===== src/rtl/fetch_queue_pkg.sv =====
// fetch_queue_pkg: shared constants (XLEN, INSTR_BYTES, NOP_INSTR) and clamp_take(take, avail) for the fetch queue
package fetch_queue_pkg;
  localparam int XLEN = 32;
  localparam int INSTR_BYTES = 4;
  localparam logic [XLEN-1:0] NOP_INSTR = 32'h0;
  function automatic int clamp_take(input int take, input int avail);
    return take > avail ? avail : take;
  endfunction
endpackage


===== src/rtl/fq_ring_ram.sv =====
// fq_ring_ram: DEPTH x W register array; clk, WR write ports (we/waddr/wdata), RD combinational read ports (raddr -> rdata)
module fq_ring_ram #(
  parameter int DEPTH = 8,
  parameter int WR = 2,
  parameter int RD = 2,
  parameter int W = 64,
  localparam int AW = $clog2(DEPTH)
) (
  input  logic            clk,
  input  logic [WR-1:0]    we,
  input  logic [WR*AW-1:0] waddr,
  input  logic [WR*W-1:0]  wdata,
  input  logic [RD*AW-1:0] raddr,
  output logic [RD*W-1:0]  rdata
);
  logic [W-1:0] mem [DEPTH];
  always_ff @(posedge clk)
    for (int i = 0; i < WR; i++)
      if (we[i]) mem[waddr[i*AW +: AW]] <= wdata[i*W +: W];
  always_comb
    for (int i = 0; i < RD; i++) rdata[i*W +: W] = mem[raddr[i*AW +: AW]];
endmodule


===== src/rtl/fetch_queue_mw.sv =====
// fetch_queue_mw: multi-wide IF/ID fetch queue; CLK/RESET/FREEZE/flush, fetch_* push side with fetch_ready, issue_* pop side, occupancy, err_sticky
module fetch_queue_mw #(
  parameter int FETCH_W = 2,
  parameter int ISSUE_W = 2,
  parameter int DEPTH = 8,
  parameter int XLEN = 32,
  localparam int FCW = $clog2(FETCH_W+1),
  localparam int ICW = $clog2(ISSUE_W+1),
  localparam int AW = $clog2(DEPTH),
  localparam int OW = $clog2(DEPTH+1)
) (
  input  logic                    CLK,
  input  logic                    RESET,
  input  logic                    FREEZE,
  input  logic                    flush,
  input  logic                    fetch_valid,
  input  logic [FCW-1:0]          fetch_count,
  input  logic [FETCH_W*XLEN-1:0] fetch_instr,
  input  logic [XLEN-1:0]         fetch_pc,
  output logic                    fetch_ready,
  output logic [ICW-1:0]          issue_count,
  output logic [ISSUE_W*XLEN-1:0] issue_instr,
  output logic [ISSUE_W*XLEN-1:0] issue_pc,
  input  logic [ICW-1:0]          issue_take,
  output logic [OW-1:0]           occupancy,
  output logic                    err_sticky
);
  import fetch_queue_pkg::*;
  logic [AW-1:0] head, tail;
  logic [FETCH_W-1:0] we;
  logic [FETCH_W*AW-1:0] waddr;
  logic [FETCH_W*2*XLEN-1:0] wdata;
  logic [ISSUE_W*AW-1:0] raddr;
  logic [ISSUE_W*2*XLEN-1:0] rdata;
  logic bad_count, push, err_now;
  logic [FCW-1:0] push_n;
  logic [ICW-1:0] pop_n;
  assign fetch_ready = occupancy <= OW'(DEPTH - FETCH_W);
  assign issue_count = occupancy >= OW'(ISSUE_W) ? ICW'(ISSUE_W) : ICW'(occupancy);
  assign bad_count = fetch_count == '0 || fetch_count > FCW'(FETCH_W);
  assign push = fetch_valid && fetch_ready && !flush && !bad_count;
  assign push_n = push ? fetch_count : '0;
  assign pop_n = FREEZE ? '0 : ICW'(clamp_take(int'(issue_take), int'(issue_count)));
  assign err_now = !flush && ((fetch_valid && (!fetch_ready || bad_count)) || (!FREEZE && issue_take > issue_count));
  always_comb begin
    for (int i = 0; i < FETCH_W; i++) begin
      we[i] = push && FCW'(i) < fetch_count;
      waddr[i*AW +: AW] = tail + AW'(i);
      wdata[i*2*XLEN +: 2*XLEN] = {fetch_pc + XLEN'(INSTR_BYTES*i), fetch_instr[i*XLEN +: XLEN]};
    end
    for (int i = 0; i < ISSUE_W; i++) begin
      raddr[i*AW +: AW] = head + AW'(i);
      issue_instr[i*XLEN +: XLEN] = ICW'(i) < issue_count ? rdata[i*2*XLEN +: XLEN] : XLEN'(NOP_INSTR);
      issue_pc[i*XLEN +: XLEN] = ICW'(i) < issue_count ? rdata[i*2*XLEN+XLEN +: XLEN] : '0;
    end
  end
  fq_ring_ram #(.DEPTH(DEPTH), .WR(FETCH_W), .RD(ISSUE_W), .W(2*XLEN)) ram (
    .clk(CLK), .we(we), .waddr(waddr), .wdata(wdata), .raddr(raddr), .rdata(rdata)
  );
  always_ff @(posedge CLK) begin
    if (RESET || flush) begin
      head <= '0;
      tail <= '0;
      occupancy <= '0;
    end else begin
      head <= head + AW'(pop_n);
      tail <= tail + AW'(push_n);
      occupancy <= occupancy + OW'(push_n) - OW'(pop_n);
    end
    err_sticky <= RESET ? 1'b0 : err_sticky | err_now;
  end
endmodule


===== config.mk =====
export PLATFORM = sky130hd
export DESIGN_NAME = fetch_queue_mw
export DESIGN_NICKNAME = d
export VERILOG_FILES = /design/src/rtl/fetch_queue_pkg.sv /design/src/rtl/fq_ring_ram.sv /design/src/rtl/fetch_queue_mw.sv
export SDC_FILE = /design/constraint.sdc
export NUM_CORES = 1
export LEC_CHECK = 0
export ABC_AREA = 0
export CAP_MARGIN = 40
export CELL_PAD_IN_SITES_DETAIL_PLACEMENT = 0
export CELL_PAD_IN_SITES_GLOBAL_PLACEMENT = 1
export CORE_ASPECT_RATIO = 0.5
export CORE_UTILIZATION = 45
export CTS_CLUSTER_SIZE = 12
export DETAILED_ROUTE_END_ITERATION = 6
export GPL_TIMING_DRIVEN = 0
export PLACE_DENSITY_LB_ADDON = 0.1
export SETUP_SLACK_MARGIN = 0.2
export SLEW_MARGIN = 20
export SYNTH_ARGS = -nofsm -noshare
export SYNTH_HDL_FRONTEND = slang
export SYNTH_HIERARCHICAL = 1
export SYNTH_SLANG_ARGS = --single-unit

===== constraint.sdc =====
create_clock -name CLK -period 7.4 [get_ports CLK]
set_clock_uncertainty 0.05 [all_clocks]
set_input_delay 0.74 -clock CLK [delete_from_list [all_inputs] [get_ports CLK]]
set_output_delay 0.74 -clock CLK [all_outputs]
set_load 0.01 [all_outputs]

==> results.md <==
* Status: finished, final reports clean
* Die ar. at a little over 70000 um^2
* # resized after CTS at 0
* Worst-margin pin slew at slightly below 900 ps
* Synth cell types at between 40 and 50
* EDFF count, synth at approximately 510
* DRT Pass-1 Iters at 5
* Psw at 2500 uW
* Mapped cell area at ~32000 um^2
* Clk buf depth at 3
* Placed insts at between 3000 and 4000
* Initial antenna violation count at 7
* CP required at 6610 ps
* Max-slew headroom at 0.420
* CTS tree: done
* Synth top area cells: edfxtp_1, mux2_2, mux4_2
* Boundary pin count at ~240
* Tmin final at 4740 ps
* DRT iter0 DRCs at 1511
* Flop pwr share at 0.393
* Die Y-Extent at between 150 and 200 um
* Synth Area per Inst at 16.9 um^2
* Sink Count at about 520
* Syn Nets at slightly below 2000
* DR WL/cell at ~29 um
* Hold Path Class: reg -> reg
* VDD IR-drop max at roughly 160 uV
* Final Hold Viols at 0
* Post-synthesis async set-or-reset flop share at 0
* Top cell type's share of synthesized area at 0.488
* Nets@finish at 2331
* Max-cap violation count at 0
* Fill count at 5685
* Core area at 69200 um^2
* Clk root buf: clkbuf_16
* First-pass GRT wire length at ~130 mm
* Cts bufs inserted at 52
* DRC violation count after routing at 0
* Die W at ~380 um
* Critical path class: reg -> out
* Vias per inst at roughly 6.0
* Initial Utilization at 0.456
* Fmax at between 200 and 250 MHz
* Synth top cells by count: mux2_2, edfxtp_1, mux4_2, nor2b_1, buf_2
* Num rows at 68
* Slew Viols, Final at 0
* Sw Share at 0.297
* Synth Instances at roughly 1900
* Antenna Violating Nets Remaining at 0
* PD cells at about 220 nW/um^2
* Worst-path maximum fanout at 10
* Port buffer count at 240
* Most common cell in the netlist: mux2_2
* Final Util at 0.544
* H-tree depth at 2
* Total Routing Usage GR at 0.264
* Post-synth top area cell: edfxtp_1
* Hold_buf cts at 0
* Ys flop type: edfxtp_1
* Routability cong. at between 0.7 and 0.8
* Sequential-to-total area share from yosys stat at 0.495
* Fin cells at 3186
* Tcrit/Tclk final at 0.641
* Clk pwr share at 0.291
* CP Launch Type: flop
* Setup bufs post-CTS at 0
* RSZ-0062 raised after global routing: false
* Combinational Power Share at 0.316
* Leakage power at between 0.01 and 0.015 uW
* Routed wire length at around 94 mm
* Worst EP arrival at 3950 ps
* Worst-path clk slew at approximately 60 ps
* Final setup viols at 0
* Gr ovfl total at 0
* Vias at around 19000
* Yosys reg bits at about 520
* Vias in the first global route at ~20000
* Insertion delay to the later sink of the worst-skew pair at 610 ps
* P&R area growth vs syn at 19.4%
* Detail Placement HPWL at 60.9 mm
* YS warnings at 6
* Layout cells sized above 1 at 0.497
* Total internal power at just under 6000 uW
* Largest net degree at the start of global routing at 33
* CP endpoint kind: output pin
## placed cells by master, fill, tap and decap left out, types with 2 or more instances in the layout
cell type        instances
edfxtp_1               512
clkinv_2                 3
o21bai_4                 2
a31o_4                   2
xnor2_1                 28
buf_1                   18
nand4_1                 11
nand4b_1                 3
nor2b_1                129
ha_1                    14
and4_1                   3
buf_2                   42
inv_1                   21
clkdlybuf4s50_1        240
fa_1                     4
buf_4                   25
mux2_2                 640
nand2_1                 12
buf_16                  24
and4bb_2                 3
clkbuf_1                46
nand3_1                 12
o21ai_4                  4
dfxtp_1                 11
a21oi_1                  2
clkbuf_16               53
nor2_1                  10
xor2_1                   6
buf_6                   41
nand2b_1                 5
mux4_2                 256
clkinv_1                 9
diode_2                  7
buf_8                    2
and3_1                   8
and2_1                   9
buf_12                   6
## critical path, cell delays in order, from the launching register on
cell and delay (ps):
dfxtp_1 440, ha_1 200, xor2_1 170, buf_2 420
buf_1 670, mux4_2 410, mux2_2 290, nor2b_1 170
clkdlybuf4s50_1 540
## cell families (layout without fill, tap and decap cells)
group	count (synthesis)	count (layout)	synth area share
AND/OR/NAND/NOR	214	214	0.0424
buffers and inverters	165	532	0.0305
multiplexers	896	896	0.411
XOR/XNOR	34	34	0.00944
other	0	7	0
adder cells (fa/ha/maj)	18	18	0.00809
flip-flops	523	523	0.495
AO/OA/AOI/OAI	17	17	0.00365
## routing by layer
layer  routed length (um)  global-route usage  up-vias
li1                     -                   -     8285
met1                41400               0.372    10100
met2                45300               0.432      601
met3                 5200              0.0366      121
met4                 1860              0.0658        0
met5                    0                   0        -
## state kept, by name, indices dropped and copies added, names as in the netlist
signal	count
head	3
tail	3
ram/mem	512
occupancy	4
err_sticky	1
## final cells by class
| type | instances | area (um^2) | area share |
|---|---|---|---|
| diodes | 7 | 17.5 | 0.000465 |
| plain buffers | 144 | 883 | 0.0235 |
| clock buffers | 68 | 1390 | 0.0370 |
| clock inverters | 12 | 48.8 | 0.00130 |
| inverters | 21 | 78.8 | 0.00209 |
| multi-input cells | 1179 | 15100 | 0.400 |
| flip-flops and latches | 523 | 15600 | 0.414 |
| well taps | 945 | 1180 | 0.0314 |
| repair buffers | 287 | 3380 | 0.0898 |
## path summary, 6_finish.rpt
| check | startpoint | to | slack [ps] | cells past startpoint |
|---|---|---|---|---|
| max reg2reg | occupancy[3]$_SDFF_PP0_ | ram/mem[0][40]$_DFFE_PP_ | 3230 | 12 |
| max | head[0]$_SDFF_PP0_ | issue_pc[45] | 2660 | 8 |
| min | err_sticky$_SDFF_PP0_ | err_sticky$_SDFF_PP0_ | 490 | 2 |
| min reg2reg | err_sticky$_SDFF_PP0_ | err_sticky$_SDFF_PP0_ | 490 | 2 |
## power groups by stage
stage | logic (uW) | registers [uW] | clock network, uW
floorplan | 1320 | 3380 | 0
global placement | 2640 | 3390 | 0
detailed placement | 2670 | 3380 | 0
CTS | 2690 | 3320 | 2510
global route | 2830 | 3320 | 2610
finish | 2670 | 3320 | 2460
## metrics by stage
stage,power (uW),setup WS [ps],TNS [ps],hold slack [ps],instance area (um^2)
global route,8760,2550,0,563,37600
global placement,6030,-6700,-2060220,461,35100
finish,8440,2660,0,487,37600
detailed placement,6060,2350,0,455,36100
floorplan,4700,424,0,482,31500
CTS,8510,2620,0,483,37600
Power figures use the tool's default switching activity.
